File: src/rtl/proto_mark_pkg.sv
// Shared types and constants for the protocol mark/count stage.
package proto_mark_pkg;

    localparam int unsigned BUS_W         = 134;
    localparam int unsigned STREAM_W      = BUS_W + 3;
    localparam int unsigned CNT_SEL_W     = 4;
    localparam int unsigned DEF_FIELD_LSB = 64;
    localparam int unsigned DEF_FIELD_W   = 8;

    typedef enum logic {
        IDLE_S = 1'b0,
        BODY_S = 1'b1
    } state_t;

    typedef struct packed {
        logic [BUS_W-1:0] data;
        logic             wr;
        logic             valid;
        logic             valid_wr;
    } stream_t;

endpackage

File: src/rtl/stream_dly_line.sv
// Reset-free DLY-deep register chain for the {data, wr, valid, valid_wr} stream.
module stream_dly_line
    import proto_mark_pkg::*;
#(
    parameter int unsigned DLY = 3
) (
    input  logic                clk,
    input  logic [STREAM_W-1:0] din,
    output logic [STREAM_W-1:0] dout
);

    logic [STREAM_W-1:0] stage [DLY];

    always_ff @(posedge clk) begin
        stage[0] <= din;
        for (int unsigned i = 1; i < DLY; i++) begin
            stage[i] <= stage[i-1];
        end
    end

    assign dout = stage[DLY-1];

endmodule

File: src/rtl/proto_mark_cnt.sv
// Inline metadata field matcher/re-marker with per-rule and miss packet counters.
module proto_mark_cnt
    import proto_mark_pkg::*;
#(
    parameter int unsigned DLY       = 3,
    parameter int unsigned NUM_RULES = 4,
    parameter int unsigned FIELD_LSB = DEF_FIELD_LSB,
    parameter int unsigned FIELD_W   = DEF_FIELD_W,
    parameter int unsigned CNT_W     = 16
) (
    input  logic                         clk,
    input  logic                         rst_n,
    input  logic [BUS_W-1:0]             in_data,
    input  logic                         in_data_wr,
    input  logic                         in_data_valid,
    input  logic                         in_data_valid_wr,
    output logic [BUS_W-1:0]             out_data,
    output logic                         out_data_wr,
    output logic                         out_data_valid,
    output logic                         out_data_valid_wr,
    input  logic [NUM_RULES-1:0]         cfg_rule_en,
    input  logic [NUM_RULES*FIELD_W-1:0] cfg_rule_val,
    input  logic [NUM_RULES*FIELD_W-1:0] cfg_rule_mark,
    input  logic                         cnt_clr,
    input  logic [CNT_SEL_W-1:0]         cnt_rd_idx,
    output logic [CNT_W-1:0]             cnt_rd_data
);

    localparam int unsigned NUM_CNT = NUM_RULES + 1;
    localparam int unsigned IDX_W   = $clog2(NUM_CNT);
    localparam logic [CNT_W-1:0] CNT_MAX = '1;

    logic [STREAM_W-1:0] din_bits;
    logic [STREAM_W-1:0] dly_bits;
    stream_t             dly;

    assign din_bits = {in_data, in_data_wr, in_data_valid, in_data_valid_wr};
    assign dly      = stream_t'(dly_bits);

    stream_dly_line #(.DLY(DLY)) u_dly (
        .clk  (clk),
        .din  (din_bits),
        .dout (dly_bits)
    );

    // Priority match: lowest-index enabled rule wins.
    logic               hit_c;
    logic [IDX_W-1:0]   hit_idx_c;
    logic [FIELD_W-1:0] field_c;
    logic [FIELD_W-1:0] mark_c;

    always_comb begin
        hit_c     = 1'b0;
        hit_idx_c = '0;
        mark_c    = '0;
        field_c   = dly.data[FIELD_LSB +: FIELD_W];
        for (int unsigned i = 0; i < NUM_RULES; i++) begin
            if (!hit_c && cfg_rule_en[i] && (cfg_rule_val[i*FIELD_W +: FIELD_W] == field_c)) begin
                hit_c     = 1'b1;
                hit_idx_c = IDX_W'(i);
                mark_c    = cfg_rule_mark[i*FIELD_W +: FIELD_W];
            end
        end
    end

    state_t           state;
    state_t           state_nxt;
    logic [BUS_W-1:0] data_nxt;
    logic             wr_nxt;
    logic             valid_nxt;
    logic             valid_wr_nxt;
    logic             inc_nxt;
    logic [IDX_W-1:0] inc_idx_nxt;
    logic             inc_q;
    logic [IDX_W-1:0] inc_idx_q;

    always_ff @(posedge clk or negedge rst_n) begin
        if (!rst_n) begin
            state <= IDLE_S;
        end else begin
            state <= state_nxt;
        end
    end

    always_comb begin
        state_nxt    = state;
        data_nxt     = '0;
        wr_nxt       = 1'b0;
        valid_nxt    = 1'b0;
        valid_wr_nxt = 1'b0;
        inc_nxt      = 1'b0;
        inc_idx_nxt  = '0;
        case (state)
            IDLE_S: begin
                if (dly.wr) begin
                    data_nxt = dly.data;
                    wr_nxt   = 1'b1;
                    inc_nxt  = 1'b1;
                    if (hit_c) begin
                        data_nxt[FIELD_LSB +: FIELD_W] = mark_c;
                        inc_idx_nxt = hit_idx_c;
                    end else begin
                        inc_idx_nxt = IDX_W'(NUM_RULES);
                    end
                    if (dly.valid_wr) begin
                        valid_nxt    = dly.valid;
                        valid_wr_nxt = 1'b1;
                    end else begin
                        state_nxt = BODY_S;
                    end
                end
            end
            BODY_S: begin
                data_nxt = dly.data;
                wr_nxt   = dly.wr;
                if (dly.valid_wr) begin
                    valid_nxt    = dly.valid;
                    valid_wr_nxt = 1'b1;
                    state_nxt    = IDLE_S;
                end
            end
            default: state_nxt = IDLE_S;
        endcase
    end

    // Output stream plus a one-cycle-delayed counter increment request.
    always_ff @(posedge clk or negedge rst_n) begin
        if (!rst_n) begin
            out_data          <= '0;
            out_data_wr       <= 1'b0;
            out_data_valid    <= 1'b0;
            out_data_valid_wr <= 1'b0;
            inc_q             <= 1'b0;
            inc_idx_q         <= '0;
        end else begin
            out_data          <= data_nxt;
            out_data_wr       <= wr_nxt;
            out_data_valid    <= valid_nxt;
            out_data_valid_wr <= valid_wr_nxt;
            inc_q             <= inc_nxt;
            inc_idx_q         <= inc_idx_nxt;
        end
    end

    // Saturating counters; a clear that meets an increment leaves that counter at 1.
    logic [CNT_W-1:0] cnt [NUM_CNT];

    always_ff @(posedge clk or negedge rst_n) begin
        if (!rst_n) begin
            for (int unsigned i = 0; i < NUM_CNT; i++) begin
                cnt[i] <= '0;
            end
        end else begin
            for (int unsigned i = 0; i < NUM_CNT; i++) begin
                if (cnt_clr) begin
                    cnt[i] <= (inc_q && (inc_idx_q == IDX_W'(i))) ? CNT_W'(1) : '0;
                end else if (inc_q && (inc_idx_q == IDX_W'(i)) && (cnt[i] != CNT_MAX)) begin
                    cnt[i] <= cnt[i] + CNT_W'(1);
                end
            end
        end
    end

    logic [CNT_W-1:0] rd_c;

    always_comb begin
        rd_c = '0;
        for (int unsigned i = 0; i < NUM_CNT; i++) begin
            if (cnt_rd_idx == CNT_SEL_W'(i)) begin
                rd_c = cnt[i];
            end
        end
    end

    always_ff @(posedge clk or negedge rst_n) begin
        if (!rst_n) begin
            cnt_rd_data <= '0;
        end else begin
            cnt_rd_data <= rd_c;
        end
    end

endmodule

File: config.mk
export PLATFORM = sky130hd
export DESIGN_NAME = proto_mark_cnt
export DESIGN_NICKNAME = d
export VERILOG_FILES = /design/src/rtl/proto_mark_pkg.sv /design/src/rtl/stream_dly_line.sv /design/src/rtl/proto_mark_cnt.sv
export SDC_FILE = /design/constraint.sdc
export NUM_CORES = 1
export LEC_CHECK = 0
export CAP_MARGIN = 20
export CORE_ASPECT_RATIO = 1.75
export CORE_MARGIN = 1.5
export CORE_UTILIZATION = 45
export CTS_BUF_LIST = sky130_fd_sc_hd__clkbuf_2 sky130_fd_sc_hd__clkbuf_4 sky130_fd_sc_hd__clkbuf_8
export DETAILED_ROUTE_END_ITERATION = 6
export HOLD_SLACK_MARGIN = 0.15
export PLACE_DENSITY_LB_ADDON = 0.25
export SYNTH_ARGS = -nofsm -noshare
export SYNTH_HDL_FRONTEND = slang
export SYNTH_HIERARCHICAL = 1
export SYNTH_SLANG_ARGS = --single-unit
File: constraint.sdc
create_clock -name clk -period 5.8 [get_ports clk]
set_input_delay 1.16 -clock clk [delete_from_list [all_inputs] [get_ports clk]]
set_output_delay 1.16 -clock clk [all_outputs]
set_load 0.02 [all_outputs]
==> impl_metrics.csv <==
group,metric,value,unit
outcome,status,"complete, no violations",
yosys,ys_types,68,
final_layout,fin_nets,1949,
grt,grt_pass1_vias,11600,
cts,cts_setup_buffers,0,
die,core-area,43500,um2
grt,track_usage,0.186,
final_layout,multi_input_area,4310,um2
worst_setup_path,r2r_end,"out_data[69]",
cts,cts_sinks,649,
yosys,ys_seq_area_frac,0.714,
die,die_y,281,um
yosys,netlist.area_leader.share,0.414,
sta,max-slew-margin-rel,0.259,
drt,drtIter0Drc,657,
final_layout,instances_no_fill,2378,
die,rows,101,
cts,cts_buffer_depth,3,
drt,first_pass_iters,5,
cts,cts_resized,0,
sta,tightest_slew,1110,ps
grt,grt_pass1_wl,63700,um
hold_path,hold_path_class,"reg2reg",
drt,vias_per_cell,4.60,
cts,clk_pin_slew,60,ps
worst_setup_path,rrSetupSlack,2950,ps
yosys,synth_area_per_cell,13.6,um2
yosys,ys.warnings.count,6,
yosys,synthFlopType,"dfxtp_1",
worst_setup_path,worstSetupStartpoint,"cfg_rule_val[2]",
worst_setup_path,cp-start-kind,"input port",
yosys,synth_fp_nets,1673,
sta,setup_viol,0,
power,ir_worst_vdd,0.000294,V
placed_design,port_buffers,364,
drt,dr_wl_met3,2880,um
yosys,yosys-top-cells-count,"dfxtp_1 (411), dfrtp_1 (238), buf_4 (140)",
yosys,synth-edff-count,0,
grt,grt-ovfl-total,0,
sta,period_share,0.576,
cts,cts_tree,"built",
worst_setup_path,critPathArrivalTime,3870,ps
final_layout,area_delta_synth_final,25.7,%
die,die-area,45400,um2
worst_setup_path,critPathMaxFanout,21,
sta,setup_tns,0,ps
sta,final.min_clock_period,3340,ps
drt,wl_met2,22700,um
die,start_util,0.457,
die,die_x,162,um
drt,antenna_left,0,
drt,wl_per_cell,17.4,um
power,leakage,10.6,nW
drt,post-route-drc-count,0,
sta,finClkSkew,26.5,ps
drt,vias,10900,
final_layout,drive_gt1_frac,0.123,
worst_setup_path,cp.required,6330,ps
die,ios,365,
sta,rsz0062_at_grt,"no",
cts,postCtsHoldBufs,0,
sta,final-hold-violation-count,0,
placed_design,dp_hpwl,29300,um
worst_setup_path,worst_setup_path_end_kind,"register",
final_layout,fin_area,25000,um2
worst_setup_path,r2r-start,"u_dly/stage[0][341]",
worst_setup_path,critPathKind,"in2reg",
worst_setup_path,rr_worst_depth,6,
grt,antenna_found_initial,6,
yosys,ys_seq_elements,649,
power,power.density,362,nW/um2
cts,clock-root-buffer,"clkbuf_8",
sta,drv_slew,0,
yosys,synth.most_common_cell,"dfxtp_1",
drt,met1_length,13900,um
yosys,synth_largest_area_cell,"dfxtp_1",
placed_design,gp_congestion,0.873,
cts,cts_max_level,3,
grt,grt_max_degree,169,
cts,cts_buffers,89,
final_layout,num-fill-cells,3612,
drt,drt_wl_total,41500,um
cts,clock_latency,630,ps
sta,fmax,299,MHz
worst_setup_path,cp-endpoint,"out_data[69]",
placed_design,place_inst,2207,
drt,routed.top_layer,"met5",
yosys,ys_async_sr_fraction,0.367,
final_layout,seq_area,14200,um2
yosys,netlist_area,19900,um2
job,max_cap_viol_count,0,
placed_design,place_area,23000,um2
yosys,yosys-top-cells-area,"dfxtp_1 (41%), dfrtp_1 (30%), buf_4 (5.3%)",
yosys,syn_inst,1456,
[cells by family after synthesis]
logic type                 synth area share
muxes                                0.0252
buffers and inverters                0.0686
and+or+nand+nor                       0.110
AOI/OAI and AO/OA                    0.0376
DFF                                   0.714
xor gates and xnor gates             0.0406
adders and majority gates           0.00315
[cell usage in the layout, fill, tap and decap left out, types with 5 or more instances in the layout]
cell | netlist | final
clkbuf_4 | 0 | 30
and4_1 | 10 | 10
mux4_2 | 16 | 16
o221ai_1 | 5 | 5
ha_1 | 5 | 5
a21oi_1 | 18 | 18
xor2_1 | 71 | 71
nand3_1 | 25 | 25
a22o_1 | 16 | 16
nor2_1 | 79 | 79
dfrtp_1 | 238 | 238
clkbuf_8 | 7 | 113
mux2_2 | 8 | 8
diode_2 | 0 | 5
inv_1 | 9 | 9
mux2i_1 | 5 | 5
nand4_1 | 30 | 30
o211ai_1 | 5 | 5
and2_1 | 135 | 135
nor3_1 | 14 | 14
nand2_1 | 48 | 48
clkinv_2 | 0 | 15
buf_4 | 140 | 5
and3_1 | 9 | 9
xnor2_1 | 21 | 21
dfxtp_1 | 411 | 411
o21ai_0 | 14 | 14
a31oi_1 | 7 | 7
clkdlybuf4s50_1 | 0 | 362
or3_1 | 8 | 8
[critical path, stage by stage]
cell and delay (ps):
clkdlybuf4s50_1 430, xor2_1 170, nor4_1 280, nand4_1 810, nand4_1 700, nor2_1 120
a221oi_2 200
[cell type report]
cell class | instances | area share
Tap cell | 566 | 0.0284
Sequential cell | 649 | 0.568
Timing Repair Buffer | 371 | 0.149
Multi-Input combinational cell | 612 | 0.173
Inverter | 9 | 0.00135
Antenna cell | 5 | 0.000501
Clock buffer | 143 | 0.0713
Clock inverter | 23 | 0.00877
[power by group]
group          total [W]  internal [W]  switching, W  leakage, nW
Sequential       0.00477       0.00470     0.0000687         6.59
Combinational   0.000554      0.000294      0.000260         2.90
Clock            0.00372       0.00207       0.00165         1.07
[state kept, by name, indices dropped and copies added (netlist names)]
register and count:
u_dly/stage 411, out_data 134, cnt 80, cnt_rd_data 16
inc_idx_q 3, inc_q 1, out_data_valid 1, out_data_valid_wr 1
out_data_wr 1, state 1
[layer usage]
| metal | vias up | global-route usage |
|---|---|---|
| met4 | 2 | 0.110 |
| met5 | - | 0 |
| met1 | 5218 | 0.179 |
| met2 | 374 | 0.340 |
| li1 | 5238 | - |
| met3 | 108 | 0.0608 |
[metrics by stage]
| step | util | setup WS (ps) | total power (W) | hold WS [ps] |
|---|---|---|---|---|
| after floorplan | - | 3060 | 0.00512 | 310 |
| after global placement | 0.528 | 1920 | 0.00542 | 310 |
| after detailed placement | 0.528 | 1870 | 0.00543 | 312 |
| after CTS | 0.574 | 2590 | 0.00920 | 294 |
| after global routing | 0.574 | 2280 | 0.00945 | 309 |
| final | 0.574 | 2460 | 0.00904 | 309 |
[how the worst min path moves through the flow]
stage | from | endpoint | slack [ps] | cells past startpoint
finish | u_dly/stage[0][143] | u_dly/stage[0][280] | 310 | 0
global route | u_dly/stage[0][163] | u_dly/stage[0][300] | 310 | 0
CTS | u_dly/stage[0][163] | u_dly/stage[0][300] | 290 | 0
detailed placement | u_dly/stage[0][5] | u_dly/stage[0][142] | 310 | 0
global placement | u_dly/stage[0][164] | u_dly/stage[0][301] | 310 | 0
floorplan | u_dly/stage[0][0] | u_dly/stage[0][137] | 310 | 0
(Power assumes the default switching activity.)
==> variant 1: new RTL, config.mk and constraints unchanged <==
`out_data` no longer has a reset.
--- a/src/rtl/proto_mark_cnt.sv
+++ b/src/rtl/proto_mark_cnt.sv
@@ -127,5 +127,4 @@
     always_ff @(posedge clk or negedge rst_n) begin
         if (!rst_n) begin
-            out_data          <= '0;
             out_data_wr       <= 1'b0;
             out_data_valid    <= 1'b0;
@@ -134,5 +133,4 @@
             inc_idx_q         <= '0;
         end else begin
-            out_data          <= data_nxt;
             out_data_wr       <= wr_nxt;
             out_data_valid    <= valid_nxt;
@@ -141,4 +139,8 @@
             inc_idx_q         <= inc_idx_nxt;
         end
+    end
+
+    always_ff @(posedge clk) begin
+        out_data <= data_nxt;
     end
 
Function: differs if rst_n is asserted again (counterexample within 4 cycles, from zero or initial values and one cycle with rst_n low); with rst_n held inactive, the same outputs for 4 cycles.
==> variant 1 against the original RTL <==
- routed wire length shrank 6.2%
- sequential cell count stayed put
- worst setup slack improved by 0.37 ns
- count of clock-buffer cells in the layout is 16 lower
- area after synthesis decreased by 4.6%
- critical endpoint is now out_data[71]
- cell area shrank 3.7%
- hold slack got worse by 0.0070 ns
- global-route usage shrank 0.51 points
- total power shrank 1.2%
- register-to-register slack better by 0.20 ns
==> variant 1: results <==
{
  "synthTopCellsByCount": "545 x dfxtp_1, 137 x buf_4, 131 x nor2b_1",
  "num_antenna_cells": 3,
  "cp_slowest_cell": "a21oi_1",
  "layout.nonclk_buf_frac": 0.154,
  "power.leakage_nw": 9.84,
  "syn_inst": 1463,
  "synthArstFlopShare": 0.160,
  "comb-power_w": 0.000528,
  "drtPass1Iterations": 6,
  "regToRegStartpoint": "cnt[21]",
  "post-place-ws_ns": 2.25,
  "synth_nets": 1680,
  "ir_drop_mv": 0.303,
  "drive_gt1_frac": 0.105,
  "period_minus_slack_ns": 2.97,
  "gp_congestion": 0.871,
  "power_sequential_w": 0.00476,
  "grt_antenna_before_repair": 4,
  "min_from": "u_dly/stage[0][36]",
  "r2r_end": "cnt[25]",
  "dp_hpwl_mm": 28.4,
  "multi_input_cells": 621,
  "clkCellAreaFrac": 0.0804,
  "hold-worst-slack_ns": 0.302,
  "buffers": 370,
  "grt_pass1_vias": 11000,
  "yosysSeqAreaShare": 0.714,
  "status": "complete, no violations",
  "hold_path_end": "u_dly/stage[0][173]",
  "wl_per_cell_um": 16.5,
  "clkSlewWorstSetupHoldPaths_ns": 0.08,
  "grt_pass1_wl_mm": 58.9,
  "avgViaCountPerCell": 4.55,
  "slew_headroom": 0.343,
  "cp.arrival_ns": 3.48,
  "max_stage_delay_ns": 0.65,
  "netSwitchingFraction": 0.213,
  "reg2regPathDepth": 7,
  "final.fill_count": 3469,
  "synth_area_leaders": "dfxtp_1 58%, dfrtp_1 14%, buf_4 5.4%",
  "dp_cells": 2200,
  "nClkBuffers": 127,
  "crit_family": "compound AO/OA/AOI/OAI gates",
  "routed_wl_mm": 38.9,
  "nets": 1952,
  "r2r_slack_ns": 3.15
}
## variant 1: cell types whose count changed after synthesis, sizes merged, moves of 6 or more
cell    delta
a21oi      +6
xnor2     +18
o221ai     -7
mux2       -8
xor2      -19
dfrtp    -134
or3        +8
dfxtp    +134
nor2b    +127
and2     -122
nor2      +32
nand4     -11
## variant 1: through the flow
| stage | utilization | area, um^2 | total power, W |
|---|---|---|---|
| detailed placement | 0.530 | 22100 | 0.00539 |
| finish | 0.578 | 24000 | 0.00894 |
| CTS | 0.577 | 24000 | 0.00908 |
| global placement | 0.530 | 22100 | 0.00538 |
| global route | 0.578 | 24000 | 0.00932 |
| floorplan | - | 18900 | 0.00510 |
## variant 1: layer usage
| layer | wire (um) | track usage |
|---|---|---|
| met2 | 21400 | 0.339 |
| met5 | 13 | 0 |
| met4 | 1910 | 0.103 |
| met3 | 2650 | 0.0560 |
| met1 | 12900 | 0.170 |
## variant 1: cell families after synthesis
kind of cell             after synthesis  share of synthesized area
AO/OA/AOI/OAI                         83                     0.0316
AND/OR/NAND/NOR                      417                      0.119
buffers and inverters                193                     0.0669
adder cells (fa/ha/maj)                5                    0.00330
multiplexers                          25                     0.0240
flip-flops                           649                      0.714
XOR/XNOR                              91                     0.0421
## variant 1: how the worst max path moves through the flow
| stage | startpoint | to | cells after the start |
|---|---|---|---|
| finish | cfg_rule_val[10] | out_data[71] | 8 |
| global route | cfg_rule_val[10] | out_data[71] | 8 |
| CTS | out_data[65] | out_data[65] | 1 |
| detailed placement | cfg_rule_val[10] | out_data[71] | 8 |
| global placement | cfg_rule_val[10] | out_data[71] | 8 |
| floorplan | cnt_rd_idx[0] | cnt_rd_data[4] | 4 |
==> variant 2: new RTL, same flow settings <==
Made on the original files. `NUM_RULES`: 4 -> 2.
--- a/src/rtl/proto_mark_cnt.sv
+++ b/src/rtl/proto_mark_cnt.sv
@@ -4,5 +4,5 @@
 #(
     parameter int unsigned DLY       = 3,
-    parameter int unsigned NUM_RULES = 4,
+    parameter int unsigned NUM_RULES = 2,
     parameter int unsigned FIELD_LSB = DEF_FIELD_LSB,
     parameter int unsigned FIELD_W   = DEF_FIELD_W,
Ports: changed (resized cfg_rule_en, cfg_rule_mark and cfg_rule_val); port bits go from 365 to 331. No check against the original RTL was run, so the function may have changed too.
==> variant 2 against the original RTL <==
- cell area shrank 11%
- total power down 5.2%
- combinational power is 13% lower
- sequential power decreased by 4.8%
- area after synthesis shrank 12%
- routed wire length fell by 20%
- maximum frequency up 19%
- worst setup slack better by 0.53 ns
- sequential cell count is 33 lower
- highest routed layer unchanged
==> variant 2: results <==
{
  "status": "complete, no violations",
  "met3_usage": 0.0574,
  "synth_nets": 1428,
  "route.vias.total": 9193,
  "clockBufferDepth": 3,
  "drive_gt1_frac": 0.114,
  "grt_max_degree": 111,
  "skew_ns": 0.0256,
  "power.leakage_nw": 9.37,
  "cts-root-buf": "clkbuf_8",
  "grt_pass1_wl_mm": 51.0,
  "grt_usage": 0.171,
  "drt_iter0_drc": 185,
  "nets": 1685,
  "largest_reg_flops": 411,
  "avgViaCountPerCell": 4.46,
  "yosysUniqueCellTypes": 50,
  "regToRegStartpoint": "inc_idx_q[1]",
  "r2r_slack_ns": 3.44,
  "grt_pass1_vias": 9591,
  "slew_headroom": 0.287,
  "grt_util_met1": 0.161,
  "grt_antenna_before_repair": 4,
  "clock_latency_ns": 0.63,
  "cp_slowest_cell": "clkdlybuf4s50_1",
  "grtUsageMet2": 0.319,
  "dp_hpwl_mm": 23.2,
  "final.fill_count": 3127,
  "hold_path_depth": 0,
  "synth_area_leaders": "dfxtp_1 47%, dfrtp_1 30%, buf_4 5.9%",
  "highest_layer": "met5",
  "port_buffers": 330,
  "reg2regPathDepth": 5,
  "synthArstFlopShare": 0.333,
  "clkSlewWorstSetupHoldPaths_ns": 0.07,
  "min_from": "u_dly/stage[0][131]",
  "met2RoutedLength_mm": 18.9,
  "reg_top3": "u_dly/stage x411, out_data x134, cnt x48",
  "hold_path_end": "u_dly/stage[0][268]",
  "cts_made_buffers": 85,
  "hold_class": "flop to flop",
  "cts-resized-gates": 0,
  "synth_warnings": 6,
  "placed_cell_area_mm2": 0.0202,
  "cp_max_fo": 1,
  "ir_drop_mv": 0.230,
  "drt-met1-wl_mm": 10.9,
  "dp_cells": 1902,
  "crit_family": "buffers and inverters",
  "route.met3.wl_mm": 2.24,
  "yosysSeqAreaShare": 0.768,
  "gp_congestion": 0.824,
  "max_stage_delay_ns": 0.63,
  "r2r_end": "cnt[45]",
  "synthTopCellsByCount": "411 x dfxtp_1, 205 x dfrtp_1, 137 x buf_4",
  "htreeDepth": 3,
  "synth.avg_cell_area_um2": 13.9,
  "wl_per_cell_um": 16.1
}
## variant 2: cell types whose count changed in the layout (fill, tap and decap cells not counted), sizes merged, moves of 12 or more
| cell | before | now |
|---|---|---|
| nor2b | 4 | 129 |
| nor2 | 79 | 47 |
| a22oi | 0 | 16 |
| xnor2 | 21 | 42 |
| nand4 | 32 | 15 |
| o21ai | 15 | 3 |
| dfrtp | 238 | 205 |
| xor2 | 71 | 9 |
| and2 | 135 | 7 |
| a22o | 16 | 0 |
| clkdlybuf4s50 | 362 | 329 |
| mux4 | 16 | 0 |
## variant 2: worst max path at each step
stage | slack [ns] | start | endpoint | depth (start not counted)
after global routing | 2.92 | out_data[45] | out_data[45] | 1
after CTS | 2.92 | out_data[94] | out_data[94] | 1
after floorplan | 3.16 | cfg_rule_val[7] | out_data[65] | 7
final | 2.99 | out_data[45] | out_data[45] | 1
after global placement | 2.52 | cfg_rule_val[14] | out_data[71] | 6
after detailed placement | 2.48 | cfg_rule_val[14] | out_data[70] | 6
## variant 2: area by class of cell
cell class / count / share of cell area
Sequential cell: 616 / 0.602
Clock inverter: 21 / 0.00981
Clock buffer: 136 / 0.0773
Inverter: 13 / 0.00220
Multi-Input combinational cell: 448 / 0.128
Tap cell: 485 / 0.0274
Timing Repair Buffer: 340 / 0.152
Antenna cell: 3 / 0.000338
## variant 2: cells by family (layout without fill, tap and decap cells)
| logic type | count (synthesis) | count (layout) | share of synthesized area |
|---|---|---|---|
| buffers and inverters | 183 | 510 | 0.0692 |
| AND/OR/NAND/NOR | 318 | 318 | 0.101 |
| flip-flops | 616 | 616 | 0.768 |
| XOR/XNOR | 51 | 51 | 0.0257 |
| multiplexers | 4 | 4 | 0.00237 |
| adder cells (fa/ha/maj) | 3 | 3 | 0.00216 |
| other | 0 | 3 | 0 |
| AO/OA/AOI/OAI | 72 | 72 | 0.0312 |
## variant 2: where the power goes
group | internal (W) | total [W] | switching [W]
combinational | 0.000256 | 0.000483 | 0.000227
sequential | 0.00447 | 0.00454 | 0.0000627
clock | 0.00200 | 0.00356 | 0.00156
total | 0.00673 | 0.00858 | 0.00185
## variant 2: stage by stage
| stage | utilization | hold slack [ns] | setup slack, ns |
|---|---|---|---|
| 3_3_place_gp | 0.529 | 0.310 | 2.52 |
| 3_5_place_dp | 0.529 | 0.312 | 2.48 |
| 6_report | 0.580 | 0.317 | 2.99 |
| 4_1_cts | 0.580 | 0.313 | 2.92 |
| 2_1_floorplan | - | 0.310 | 3.16 |
| 5_1_grt | 0.580 | 0.318 | 2.92 |
